==> src/rtl/matrix_stream_loader.sv <==
// Streaming loader: gathers A (LxM) then B (MxN) float words into flat operand buses plus B transposed.
// Optional sticky NaN detection is enabled by defining MATRIX_LOADER_NAN_CHECK_EN.
module matrix_stream_loader #(
    parameter int L = 2,
    parameter int M = 2,
    parameter int N = 2
) (
    input  logic                  clk,
    input  logic                  rst,
    input  logic                  in_valid,
    output logic                  in_ready,
    input  logic [31:0]           in_data,
    input  logic                  abort,
    output logic                  out_valid,
    input  logic                  out_ready,
    output logic [32*L*M-1:0]     A,
    output logic [32*M*N-1:0]     B,
    output logic [32*M*N-1:0]     B_T,
    output logic                  nan_seen
);

    localparam int A_WORDS = L * M;
    localparam int B_WORDS = M * N;
    localparam int CNT_MAX = (A_WORDS > B_WORDS) ? A_WORDS : B_WORDS;
    localparam int CW      = $clog2(CNT_MAX + 1);

    localparam logic [1:0] LOAD_A = 2'd0;
    localparam logic [1:0] LOAD_B = 2'd1;
    localparam logic [1:0] FULL   = 2'd2;

    logic [1:0]         state_reg, state_next;
    logic [CW-1:0]      cnt_reg, cnt_next;
    logic               accept;
    logic               write_a, write_b;
    logic [A_WORDS-1:0] a_we;
    logic [B_WORDS-1:0] b_we;

    assign in_ready  = (state_reg != FULL);
    assign out_valid = (state_reg == FULL);
    // Abort outranks a simultaneous handshake: the word is neither stored nor counted.
    assign accept    = in_valid & in_ready & ~abort;
    assign write_a   = accept & (state_reg == LOAD_A);
    assign write_b   = accept & (state_reg == LOAD_B);

    genvar gi;
    generate
        for (gi = 0; gi < A_WORDS; gi++) begin : g_a_we
            assign a_we[gi] = write_a && (cnt_reg == CW'(gi));
        end
        for (gi = 0; gi < B_WORDS; gi++) begin : g_b_we
            assign b_we[gi] = write_b && (cnt_reg == CW'(gi));
        end
    endgenerate

    always_comb begin
        state_next = state_reg;
        cnt_next   = cnt_reg;
        case (state_reg)
            LOAD_A: begin
                if (abort) begin
                    cnt_next = '0;
                end else if (accept) begin
                    if (cnt_reg == CW'(A_WORDS - 1)) begin
                        cnt_next   = '0;
                        state_next = LOAD_B;
                    end else begin
                        cnt_next = cnt_reg + 1'b1;
                    end
                end
            end
            LOAD_B: begin
                if (abort) begin
                    cnt_next   = '0;
                    state_next = LOAD_A;
                end else if (accept) begin
                    if (cnt_reg == CW'(B_WORDS - 1)) begin
                        cnt_next   = '0;
                        state_next = FULL;
                    end else begin
                        cnt_next = cnt_reg + 1'b1;
                    end
                end
            end
            FULL: begin
                if (out_ready) begin
                    state_next = LOAD_A;
                end
            end
            default: begin
                state_next = LOAD_A;
                cnt_next   = '0;
            end
        endcase
    end

    always_ff @(posedge clk or posedge rst) begin
        if (rst) begin
            state_reg <= LOAD_A;
            cnt_reg   <= '0;
        end else begin
            state_reg <= state_next;
            cnt_reg   <= cnt_next;
        end
    end

    // B slot k*N+j lands in B_T slot j*M+k.
    always_ff @(posedge clk or posedge rst) begin
        if (rst) begin
            A   <= '0;
            B   <= '0;
            B_T <= '0;
        end else begin
            for (int s = 0; s < A_WORDS; s++) begin
                if (a_we[s]) begin
                    A[s*32 +: 32] <= in_data;
                end
            end
            for (int s = 0; s < B_WORDS; s++) begin
                if (b_we[s]) begin
                    B[s*32 +: 32]                     <= in_data;
                    B_T[((s % N) * M + s / N)*32 +: 32] <= in_data;
                end
            end
        end
    end

`ifdef MATRIX_LOADER_NAN_CHECK_EN
    logic is_nan;
    assign is_nan = (in_data[30:23] == 8'hFF) && (in_data[22:0] != 23'd0);

    always_ff @(posedge clk or posedge rst) begin
        if (rst) begin
            nan_seen <= 1'b0;
        end else if (accept && is_nan) begin
            nan_seen <= 1'b1;
        end else if (out_valid && out_ready) begin
            nan_seen <= 1'b0;
        end
    end
`else
    assign nan_seen = 1'b0;
`endif

endmodule

==> config.mk <==
export PLATFORM = sky130hd
export DESIGN_NAME = matrix_stream_loader
export DESIGN_NICKNAME = d
export VERILOG_FILES = /design/src/rtl/matrix_stream_loader.sv
export SDC_FILE = /design/constraint.sdc
export NUM_CORES = 1
export LEC_CHECK = 0
export CORE_AREA = 2 2 164 166
export DETAILED_ROUTE_END_ITERATION = 16
export DIE_AREA = 0 0 166 168
export GPL_TIMING_DRIVEN = 0
export PLACE_DENSITY = 0.74
export SKIP_CTS_REPAIR_TIMING = 1
export SLEW_MARGIN = 20
export SYNTH_ARGS = -nofsm -noshare
export SYNTH_HDL_FRONTEND = slang
export SYNTH_SLANG_ARGS = --single-unit
==> constraint.sdc <==
create_clock -name clk -period 13.6 [get_ports clk]
set_input_delay 2.72 -clock clk [delete_from_list [all_inputs] [get_ports clk]]
set_output_delay 2.72 -clock clk [all_outputs]
set_load 0.01 [all_outputs]
==> flow_summary.yaml <==
sta:
  fmax_mhz: 212
  rsz0062_at_grt: "false"
  min_period_ns: 4.72
  whs_ns: 0.502
  final_max_slew_viol_count: 0
  fin_crit_sh_pct: 34.7
  setup_viol: 0
  worst_slack_ns: 8.88
  hold_viol: 0
  finClkSkew_ns: 0.0162
  fin_setup_tns_ns: 0
route:
  wl_per_cell_um: 19.5
  drtIter0Drc: 216
  dr.pass1.iters: 4
  vias: 7146
  via_per_inst: 4.68
  ant_nets: 0
  wl_um: 29800
  drc: 0
synth:
  synth_area_mm2: 0.0108
  synth_flop_cell: "dfrtp_1"
  netlist-cell-type-count: 25
  yosysSeqAreaShare_pct: 60.3
  syn-num-nets: 754
  syn_area_per_cell_um2: 15.2
  synthCells: 713
  ys_ff_latch: 261
  synth_edf_count: 0
  ys_warn_count: 0
  synth_async_sr_flop_share_pct: 100
setup_path:
  rr_startpoint: "cnt_reg[0]"
  worstPathMaxFanout: 10
  critPathRequiredTime_ns: 10.88
  worst_path_largest_cell_delay_ns: 0.62
  crit_buf_inv: 2
  r2r-end: "B[70]"
  worst_setup_path_start_kind: "flip-flop"
  crit_cells: 3
  critical_path.cell_chain: "buf_4 -> nor2b_1 -> clkdlybuf4s50_1"
  critical_path_class: "flip-flop to output pin"
  crit_family: "buffers and inverters"
  r2r_cells: 6
  r2r_setup_slack_ns: 11.57
  setup.worst_path.start: "state_reg[1]"
  crit_end: "out_valid"
  critPathArrivalTime_ns: 2.00
  cp-end-kind: "output pin"
  critPathSlowestCell: "clkdlybuf4s50_1"
cells_and_area:
  seq_area_mm2: 0.00653
  final_cells: 1526
  syn2layout_area_growth_pct: 52.3
  reg_top3: "A: 128 flops, B: 96 flops, B_T: 32 flops"
  num-nets-final: 1207
  largest_register_ffs: 128
  mostFrequentLayoutCells: "clkdlybuf4s50_1, dfrtp_1, mux2_2, buf_4, clkbuf_16"
  postLayoutCoreUtil_pct: 62.6
  drive_above_1_share_pct: 39.1
  final_common_cell: "clkdlybuf4s50_1"
  n_fill_cell: 2032
  multiInputGateArea_mm2: 0.00314
  num_antenna_cells: 0
  final_area_mm2: 0.0165
  largest_register: "A"
floorplan:
  core_mm2: 0.0264
  initial_core_util_pct: 41.1
  die_h_um: 168
  io_pins: 424
  row_count: 60
  die_w_um: 166
  dieArea_mm2: 0.0279
run_status:
  status: "finished, final reports clean"
clock_tree:
  cts_buffers: 27
  cts-root-buf: "clkbuf_16"
  cts-htree-levels: 1
  path_clk_slew_ns: 0.06
  insertion_delay_ns: 0.53
  cts_sinks: 261
  cts_tree: "yes"
  clockBufferDepth: 3
power_and_ir_drop:
  vdd_drop_max_uv: 69.9
  power_leakage_nw: 7.76
  cellPowerDensity_mw_per_mm2: 137
  finalPower_mw: 2.26
global_routing:
  grt_pass1_vias: 7594
  globalRouteMet2Util_pct: 38.3
  use_met3_pct: 4.84
  grt_util_met1_pct: 25.7
  grt.busiest_layer: "met2"
  grt_pass1_wl_um: 46000
  grt_max_degree: 91
  gr-total-overflow: 0
  grt_use_total_pct: 21.1
  antenna_found_initial: 1
placement:
  place_congestion: 0.774
  port_buffers: 421
  dp_cells: 1478
  dp_worst_setup_slack_ns: 8.91
  place_area_mm2: 0.0156
  hpwl_um: 21700
worst_hold_path:
  hold_path.class: "flip-flop to flip-flop"
  worstHoldStart: "A[16]"
flow_run:
  maxCapViolations: 0
## report_power, final
| group | leakage, nW | internal [mW] | switching (mW) |
|---|---|---|---|
| clock network | 0.467 | 0.468 | 0.296 |
| registers | 3.46 | 0.895 | 0.0630 |
| logic | 3.84 | 0.328 | 0.212 |
| total | 7.76 | 1.69 | 0.571 |
## worst min path at each step
stage,slack [ns],depth (start not counted),to
global placement,0.49,1,A[51]
detailed placement,0.49,1,A[87]
finish,0.50,1,A[16]
floorplan,0.52,1,cnt_reg[0]
global route,0.51,1,A[29]
CTS,0.51,1,A[35]
## kinds of logic (layout without fill, tap and decap cells)
| logic type | count (synthesis) | after routing | synth area share (%) |
|---|---|---|---|
| other | 1 | 1 | 0.0346 |
| buffers and inverters | 160 | 632 | 10.7 |
| DFF | 261 | 261 | 60.3 |
| xor gates and xnor gates | 1 | 1 | 0.0809 |
| adders and majority gates | 4 | 4 | 0.462 |
| AOI/OAI and AO/OA | 8 | 8 | 0.451 |
| muxes | 256 | 256 | 26.6 |
| and+or+nand+nor | 22 | 22 | 1.34 |
## synthesized netlist by cell type (2+ instances only)
cell      number  share of area [%]
dfrtp_1      261                 60
buf_6          3               0.31
nor3_1         2              0.092
nand2_1        6               0.21
nor2b_1        4               0.23
buf_4        136                9.4
o21ai_0        4               0.18
ha_1           4               0.46
inv_1          5               0.17
nand3b_1       2               0.14
buf_2         16               0.74
nor2_1         2              0.069
mux2_2       256                 27
## routing by layer
metal / part of all wire, % / routed length [um] / vias to the layer above
li1: - / - / 3231
met1: 41 / 12200 / 3610
met2: 52 / 15300 / 269
met3: 6.2 / 1850 / 36
met4: 1.4 / 425 / 0
met5: 0 / 0 / -
## final cells by class
class	instances	area share, %
Buffer	155	6.88
Clock buffer	39	4.92
Clock inverter	9	0.729
Inverter	5	0.159
Multi-Input combinational cell	292	19.0
Sequential cell	261	39.6
Tap cell	341	2.59
Timing Repair Buffer	424	26.1
No activity file was read; power rests on OpenSTA's default activity.
==> edit, RTL diff (same settings) <==
Change the parameter `M` from 2 to 1.
--- a/src/rtl/matrix_stream_loader.sv
+++ b/src/rtl/matrix_stream_loader.sv
@@ -4,3 +4,3 @@
     parameter int L = 2,
-    parameter int M = 2,
+    parameter int M = 1,
     parameter int N = 2
Ports: changed (resized A, B and B_T); port bits go from 424 to 232. The function was not compared with the original's and may differ.
==> edit against the original RTL <==
Synthesized area fell by 47%; power fell by 20%; non-clock buffer count fell by 271; core utilization fell by 28 points; final area fell by 45%; sequential cell count fell by 129; setup slack improved by 230 ps; routed wire length fell by 51%; clock skew fell by 6.0 ps.
==> edit: results (changes against the original RTL) <==
Run status
  • Status: complete, no violations

Global route
  • First-pass GRT wire length: 23.3 mm (-49%)
  • Antenna violations before repair: 0 (-1)
  • Vias in the first global route: 4026 (-47%)

Place
  • PortBufs: 230 (-45%)
  • Place WS: 9100 ps (+194 ps)
  • Placer congestion estimate: 0.682 (-12%)
  • DPL Wire Length: 10.5 mm (-51%)

Synth
  • Sequential fraction of the synthesis area: 0.581 (-0.0228)
  • Synth top area cells: dfrtp_1, mux2_2, mux2_4
  • Most frequent cells after synthesis: dfrtp_1, mux2_2, buf_4
  • Syn_nets: 395 (-48%)

Layout
  • Top Registers: A (64), B (32), B_T (32)
  • Fin nets: 645 (-47%)
  • Share of cells above drive strength 1: 0.390 (-0.00102)
  • Max reg flops: 64 (-50%)

Drt
  • DR pass1 iterations: 3 (-1)
  • Via count: 3664 (-49%)
  • Initial DRC count: 112 (-48%)

Clock tree
  • CTS Buf Count: 17 (-37%)
  • Clk_lat worst skew: 410 ps (-120 ps)

Critical path
  • Worst Reg-to-Reg Cells: 4 (-2)
  • Crit path max fanout: 6 (-4)

Pwr
  • Flop pwr share: 0.334 (-0.090)
  • Int Pwr: 1.30 mW (-23%)
==> edit: per-layer routing <==
metal,vias up,share of wire,global-route usage
met5,-,0,0
met4,0,0.0093,0.0340
met3,9,0.066,0.0395
met2,134,0.50,0.184
met1,1851,0.43,0.127
li1,1670,-,-
==> edit: critical path: stages, from the launching register on <==
cell             delay [ps]
dfrtp_1                 420
nor2b_1                 310
clkdlybuf4s50_1         630
==> edit: metrics by stage <==
step            util  hold WS [ps]
2_1_floorplan      -           481
3_3_place_gp   0.319           473
3_5_place_dp   0.321           490
4_1_cts        0.343           506
5_1_grt        0.343           518
6_report       0.343           503
==> edit: kinds of logic (layout without fill, tap and decap cells) <==
kind of cell	count (synthesis)	count (layout)	share of synthesized area
flip-flops	132	132	0.581
multiplexers	128	128	0.280
buffers and inverters	79	342	0.111
AND/OR/NAND/NOR	12	12	0.0202
AO/OA/AOI/OAI	4	4	0.00484
XOR/XNOR	2	2	0.00308
other	1	1	0.000659
==> edit: final timing paths <==
kind / from / to / slack (ps)
min in group asynchronous: rst / B_T[48]$_DFFE_PP0P_ / 2700
worst max-delay path: state_reg[1]$_DFFE_PP0P_ / out_valid / 9120
worst max register to register: cnt_reg[0]$_DFFE_PP0P_ / A[24]$_DFFE_PP0P_ / 11910
worst min register to register: A[40]$_DFFE_PP0P_ / A[40]$_DFFE_PP0P_ / 500
max in group asynchronous: rst / A[56]$_DFFE_PP0P_ / 10150
worst min-delay path: A[40]$_DFFE_PP0P_ / A[40]$_DFFE_PP0P_ / 500
==> edit: power by group through the flow <==
stage / Clock (mW) / Combinational, mW / Sequential, mW
2_1_floorplan: 0 / 0.269 / 0.657
3_3_place_gp: 0 / 0.742 / 0.608
6_report: 0.460 / 0.746 / 0.606
3_5_place_dp: 0 / 0.755 / 0.613
5_1_grt: 0.496 / 0.790 / 0.625
4_1_cts: 0.476 / 0.758 / 0.608
==> edit: final cells by class <==
| cell class | count | area, um2 |
|---|---|---|
| plain buffers | 77 | 623 |
| flip-flops and latches | 132 | 3300 |
| fillers | 2593 | 17300 |
| clock buffers | 18 | 439 |
| well taps | 341 | 427 |
| repair buffers | 231 | 2330 |
| multi-input cells | 147 | 1760 |
| clock inverters | 14 | 153 |
| inverters | 2 | 15.0 |
